<file path="src/rtl/demux_pkg.sv">
// demux_pkg: shared widths, FSM state encoding and illegal-select threshold
// for the demux5_buf slice.
package demux_pkg;

   localparam int unsigned DW          = 16;  // data width
   localparam int unsigned NOUT        = 5;   // destination count
   localparam int unsigned SW          = 3;   // select width
   localparam int unsigned ILLEGAL_SEL = 5;   // selects at or above this are illegal

   typedef enum logic {
      EMPTY = 1'b0,
      FULL  = 1'b1
   } state_t;

endpackage : demux_pkg

</file>
<file path="src/rtl/demux5_buf_sel_decode5.sv">
// sel_decode5: combinational select decoder.
//   sel     in  [SW-1:0]   destination index
//   onehot  out [NOUT-1:0] one-hot destination, all zero when illegal
//   illegal out            select is outside the destination range
module sel_decode5
   import demux_pkg::*;
(
   input  logic [SW-1:0]   sel,
   output logic [NOUT-1:0] onehot,
   output logic            illegal
);

   always_comb begin
      onehot  = '0;
      illegal = (sel >= SW'(ILLEGAL_SEL));
      for (int unsigned i = 0; i < NOUT; i++) begin
         if (sel == SW'(i)) onehot[i] = 1'b1;
      end
   end

endmodule : sel_decode5

</file>
<file path="src/rtl/demux5_buf.sv">
// demux5_buf: single-entry buffered 1-to-5 demultiplexer with valid/ready
// handshakes on both sides.
//   clk, rst_n        clock, asynchronous active-low reset
//   in_data/in_sel    word and destination offered by the source
//   in_valid/in_ready source handshake; transfer = in_valid & in_ready
//   out1..out5        held word, driven identically on all five ports
//   out_valid         one-hot: destination holding an undelivered word
//   out_ready         per-destination accept
//   err/err_clr       sticky illegal-select flag and its synchronous clear
//   xfer_cnt          wrapping count of completed deliveries
module demux5_buf
   import demux_pkg::*;
(
   input  logic            clk,
   input  logic            rst_n,
   input  logic [DW-1:0]   in_data,
   input  logic [SW-1:0]   in_sel,
   input  logic            in_valid,
   output logic            in_ready,
   output logic [DW-1:0]   out1,
   output logic [DW-1:0]   out2,
   output logic [DW-1:0]   out3,
   output logic [DW-1:0]   out4,
   output logic [DW-1:0]   out5,
   output logic [NOUT-1:0] out_valid,
   input  logic [NOUT-1:0] out_ready,
   output logic            err,
   input  logic            err_clr,
   output logic [7:0]      xfer_cnt
);

   state_t            state_q, state_d;
   logic [DW-1:0]     buf_q, buf_d;
   logic [NOUT-1:0]   tgt_q, tgt_d;
   logic [7:0]        cnt_q, cnt_d;
   logic              err_q, err_d;

   logic [NOUT-1:0]   dec_onehot;
   logic              dec_illegal;
   logic              delivery;
   logic              xfer;

   sel_decode5 u_dec (
      .sel     (in_sel),
      .onehot  (dec_onehot),
      .illegal (dec_illegal)
   );

   // tgt_q is one-hot whenever FULL, so masking with it ignores the
   // out_ready bits of every non-targeted destination.
   always_comb begin
      out_valid = (state_q == FULL) ? tgt_q : '0;
      delivery  = |(out_valid & out_ready);
      in_ready  = (state_q == EMPTY) | delivery;
      xfer      = in_valid & in_ready;
   end

   always_comb begin
      state_d = state_q;
      buf_d   = buf_q;
      tgt_d   = tgt_q;
      cnt_d   = cnt_q;
      err_d   = err_q;

      if (delivery) begin
         state_d = EMPTY;
         cnt_d   = cnt_q + 8'd1;
      end

      // A legal capture overrides the drain, giving back-to-back throughput.
      // An illegal one is swallowed: buffer and target keep their contents.
      if (xfer && !dec_illegal) begin
         state_d = FULL;
         buf_d   = in_data;
         tgt_d   = dec_onehot;
      end

      if (xfer && dec_illegal) err_d = 1'b1;
      else if (err_clr)        err_d = 1'b0;
   end

   always_ff @(posedge clk or negedge rst_n) begin
      if (!rst_n) begin
         state_q <= EMPTY;
         buf_q   <= '0;
         tgt_q   <= '0;
         cnt_q   <= '0;
         err_q   <= 1'b0;
      end else begin
         state_q <= state_d;
         buf_q   <= buf_d;
         tgt_q   <= tgt_d;
         cnt_q   <= cnt_d;
         err_q   <= err_d;
      end
   end

   assign out1     = buf_q;
   assign out2     = buf_q;
   assign out3     = buf_q;
   assign out4     = buf_q;
   assign out5     = buf_q;
   assign err      = err_q;
   assign xfer_cnt = cnt_q;

endmodule : demux5_buf

</file>
<file path="config.mk">
export PLATFORM = sky130hd
export DESIGN_NAME = demux5_buf
export DESIGN_NICKNAME = d
export VERILOG_FILES = /design/src/rtl/demux_pkg.sv /design/src/rtl/demux5_buf_sel_decode5.sv /design/src/rtl/demux5_buf.sv
export SDC_FILE = /design/constraint.sdc
export NUM_CORES = 1
export LEC_CHECK = 0
export ABC_CLOCK_PERIOD_IN_PS = 2000
export CORE_MARGIN = 5
export CORE_UTILIZATION = 36
export DETAILED_ROUTE_END_ITERATION = 6
export GPL_ROUTABILITY_DRIVEN = 1
export PLACE_DENSITY = 0.78
export SYNTH_ARGS = -nofsm -noshare
export SYNTH_HDL_FRONTEND = slang
export SYNTH_HIERARCHICAL = 1
export SYNTH_SLANG_ARGS = --single-unit
</file>
<file path="constraint.sdc">
create_clock -name clk -period 2 [get_ports clk]
set_clock_uncertainty 0.15 [all_clocks]
set_input_delay 0.4 -clock clk [delete_from_list [all_inputs] [get_ports clk]]
set_output_delay 0.4 -clock clk [all_outputs]
set_load 0.03 [all_outputs]
</file>
# == Word-level counts from Yosys, hierarchy flattened ==
# Index checks and enable logic that the tools add are counted.
# classes
muxes,10
addsub,1
eq_ne,4
reduce_logical,7
magnitude_cmp,1
n_bitwise,4
# ops
op,count
$mux W1,9
$add A8 B1 Y8 const B,1
$eq A3 B2 Y1 const B,2
$and A5 B5 Y5,1
$mux W5,1
$reduce_or A5 Y1,1
$reduce_bool A2 Y1,2
$eq A3 B1 Y1 const B,1
$eq A3 B3 Y1 const B,1
$ge A3 B3 Y1 const B,1
$logic_not A3 Y1,1
$logic_and A1 B1 Y1,2
$and A1 B1 Y1,1
$logic_not A1 Y1,1
$not A1 Y1,1
$or A1 B1 Y1,1
# totals
regBits,31
word_cells,32

# == Logic depth before layout (Yosys ltp) ==
# depth
ltp_word,7
depth_mapped,5

# == Modules after synthesis ==
# Netlist, hierarchy kept.
# modules_own_cells
module,area_each_um2,seq_area_each_um2,cells_each,n_inst
demux5_buf,1844.3,775.7,155,1
sel_decode5,45.0,0.0,6,1

# == Worst setup path after synthesis ==
# Ideal clock, no wire load.
# synth_path
path_kind,input to register
from,in out_ready[0]
to,"reg err_q, in the netlist err"
slack_ns,0.149
required_time_ns,1.728
arrival_ns,1.580
setup_ns,0.122
cell_stages,4
path_cell_list,a222oi_1 -> and2_4 -> nand2_1 -> a32o_1
# synth_between
elab_chain_cells,6
word_cells_on_any_way,7
classes_between,mux (1); bitwise (3); reduce/logical (3)
# synth_rtl
element,line_no,text
from (decl),demux5_buf.sv:26,"input logic [NOUT-1:0] out_ready,"
$and A5 B5 Y5 (*),demux5_buf.sv:53,delivery = |(out_valid & out_ready);
$reduce_or A5 Y1 (*),demux5_buf.sv:53,
$or A1 B1 Y1 (*),demux5_buf.sv:54,in_ready = (state_q == EMPTY) | delivery;
via in_ready,demux5_buf.sv:19,"output logic in_ready,"
$and A1 B1 Y1 (*),demux5_buf.sv:55,xfer = in_valid & in_ready;
$logic_and A1 B1 Y1 (*),demux5_buf.sv:78,if (xfer && dec_illegal) err_d = 1'b1;
$mux W1 / $reduce_bool A2 Y1 (equally long branches),-,
to (signal assigned),demux5_buf.sv:94,err_q <= err_d;
to (decl),demux5_buf.sv:36,"logic err_q, err_d;"
# Mark *: on every way through the listed nets, which the timed path passes. The rest lies on a longest branch.
# A chain may end at the register's enable or synchronous reset.

# == Worst setup path in the final report ==
# layout_path
from,reg tgt_q[4]
to,out in_ready
# layout_between
elab_chain_cells,4
# layout_rtl
element,line_no,text
from (decl),demux5_buf.sv:34,"logic [NOUT-1:0] tgt_q, tgt_d;"
from (signal assigned),demux5_buf.sv:92,tgt_q <= tgt_d;
$mux W5,demux5_buf.sv:52,out_valid = (state_q == FULL) ? tgt_q : '0;
$and A5 B5 Y5,demux5_buf.sv:53,
$reduce_or A5 Y1,demux5_buf.sv:53,
$or A1 B1 Y1,demux5_buf.sv:54,
to (decl),demux5_buf.sv:19,
# No other way between the ends.

==> out/qor.csv <==
stage,metric,value,unit
global_routing,grt_pass1_wl,6.913,mm
floorplanning,die_area,0.006797,sq mm
global_routing,grt_util_all_layers,0.1350,
setup_path,worst_ep_arrival_time,1.52,ns
clock_network,clock_sinks,31,
place,io_buffers,122,
global_routing,antenna_found_initial,0,
setup_path,cp.required,1.45,ns
timing,max-slew-margin-rel,0.7326,
global_routing,met1_usage,0.1502,
setup_path,r2r_slack,0.03,ns
finish,stdcell_area,0.003228,sq mm
timing,setup_tns,-0.07191,ns
setup_path,path_delay_family,flip-flops,
timing,setup_slack,-0.07191,ns
setup_path,slowest_stage,dfrtp_1,
place,hpwl,3.554,mm
floorplanning,initial_core_util,0.3699,
setup_path,crit_path_start_kind,register,
routing,dr.pass1.iters,4,
setup_path,reg2regPathDepth,6,
global_routing,grt_max_degree,32,
timing,rsz0062_at_grt,true,
clock_network,path_clk_slew,0.06,ns
floorplanning,fp.coreArea,0.005107,sq mm
floorplanning,row_count,26,
clock_network,clock_latency,0.28,ns
finish,n_antenna_cell,0,
clock_network,cts_buffers,5,
synth,netlist_area,0.001889,sq mm
setup_path,timing.rr.end,out1[0],
synth,synthDistinctLibCells,28,
timing,whs,0.3248,ns
setup_path,cp_num_buf_inv,1,
timing,tightest_slew,0.4012,ns
routing,wirelength,5.046,mm
outcome,violations,negative setup slack,
timing,fmax,0.4826,GHz
routing,wire_per_inst,15.92,um
routing,dr_total_vias,1360,
synth,yosysSeqAreaShare,0.4106,
routing,antenna_left,0,
global_routing,grt_use_met3,0.04338,
finish,layout.nets,275,
synth,synth_cells,161,
synth,synth_area_per_cell,11.73,sq um
job,drv_cap,0,
timing,finalMaxSlewViolations,0,
global_routing,grt_overflow,0,
routing,drc,0,
routing,vias_per_cell,4.290,
synth,yosysWarnings,6,
place,dpl_cell_area,0.002867,sq mm
finish,layout_common_cells,"60 x dlymetal6s2s_1, 53 x clkdlybuf4s50_1, 31 x dfrtp_1",
global_routing,grt_use_met2,0.2444,
timing,finalCriticalPeriod,2.072,ns
worst_hold_path,min_path_cells,1,
synth,syn_nets,190,
setup_path,max_stage_delay,0.41,ns
setup_path,crit_fanout,2,
timing,min_period_over_period,1.036,
clock_network,clockBufferDepth,2,
finish,fin_util,0.6320,
timing,setup_violations,1,
place,place_congestion,0.7202,
setup_path,r2r_start,tgt_q[4],
clock_network,cts_max_level,2,
setup_path,critPathCaptureType,output port,
worst_hold_path,hold-path-endpoint,xfer_cnt[7],
finish,drive_gt1_frac,0.2551,
worst_hold_path,holdCritStartpoint,xfer_cnt[7],
timing,finalHoldViolCount,0,
synth,ys_seq_elements,31,
setup_path,crit_chain,"a222oi_1, and2_4, nand2_4, buf_6",
clock_network,root_buffer,clkbuf_8,
floorplanning,die_h,82.45,um
routing,drt_iter0_markers,30,
clock_network,cts_tree,done,
setup_path,crit_type,register to output port,
floorplanning,die_w,82.45,um
worst_hold_path,hold_class,register to register,
floorplanning,io_pins,123,
finish,areaGrowthSynthToFinish,70.86,%
global_routing,grt_pass1_vias,1383,
global_routing,busiest_layer,met2,
outcome,status,finished with violations,
finish,layout_commonest_cell,dlymetal6s2s_1,
kinds of logic (layout without fill, tap and decap cells):
family          Yosys count  count (layout)  share of synthesized area
buf+inv                  68             154                     0.2702
flops                    31              31                     0.4106
simple gates             26              26                    0.08344
mux                      22              22                     0.1709
xor+xnor                  7               7                    0.03245
compound gates            6               6                    0.02583
fa+ha+maj                 1               1                   0.006621
flip-flops by register name, indices dropped and copies added (netlist names):
| name | flops |
|---|---|
| out1 | 16 |
| xfer_cnt | 8 |
| tgt_q | 5 |
| err | 1 |
| state_q | 1 |
synthesized netlist by cell type, drive strengths merged:
cell,n,area (sq um)
a21oi,2,13.76
a222oi,1,10.01
a22oi,1,7.510
a32o,1,10.01
and2,6,40.04
and3,3,18.77
and3b,1,10.01
buf,66,503.0
clkbuf,1,3.750
dfrtp,31,775.7
ha,1,12.51
inv,1,3.750
mux2,22,322.8
nand2,6,22.52
nand2b,1,6.260
nand3,2,10.01
nor2,1,3.750
nor3,1,5.000
nor3b,3,22.52
nor4b,1,8.760
nor4bb,1,10.01
o21a,1,7.510
xnor2,2,17.52
xor2,5,43.79
per-stage QoR:
| step | cells | setup slack (ns) |
|---|---|---|
| 6_report | 317 | -0.07191 |
| 4_1_cts | 318 | -0.1283 |
| 2_1_floorplan | 161 | 0.1487 |
| 3_5_place_dp | 301 | -0.6607 |
| 5_1_grt | 317 | -0.1305 |
| 3_3_place_gp | 301 | -0.5948 |
worst max path at each step:
stage,slack [ns],depth (start not counted),startpoint,to
floorplan,0.15,4,out_ready[0],err
global route,-0.13,4,tgt_q[4],in_ready
detailed placement,-0.66,5,out_ready[0],in_ready
global placement,-0.59,5,out_ready[0],in_ready
CTS,-0.13,5,tgt_q[0],in_ready
finish,-0.07,4,tgt_q[4],in_ready
metal layers:
metal,wire (um),part of all wire
met5,0,0
met4,123,0.024
met3,505,0.10
met2,2624,0.52
met1,1793,0.36
timing repair:
| action | CTS | global route |
|---|---|---|
| setup endpoints to repair | 25 | 101 |
| hold buffers | 0 | 0 |
| buffers inserted | 9 | 2 |
| gates cloned | 0 | 1 |
| resized for setup | 24 | 64 |
| pin swaps | 3 | 4 |
area by class of cell:
cell class                      instances  area [sq um]
Sequential cell                        31         775.7
Clock inverter                          1         5.005
Multi-Input combinational cell         62         653.1
Fill cell                             412          1879
Timing Repair Buffer                  145          1627
Tap cell                               70         87.58
Inverter                                1         3.754
Clock buffer                            7         76.32
Power is not shown: default switching activity piles up to over one toggle a cycle in this logic, so the estimate is an artifact.
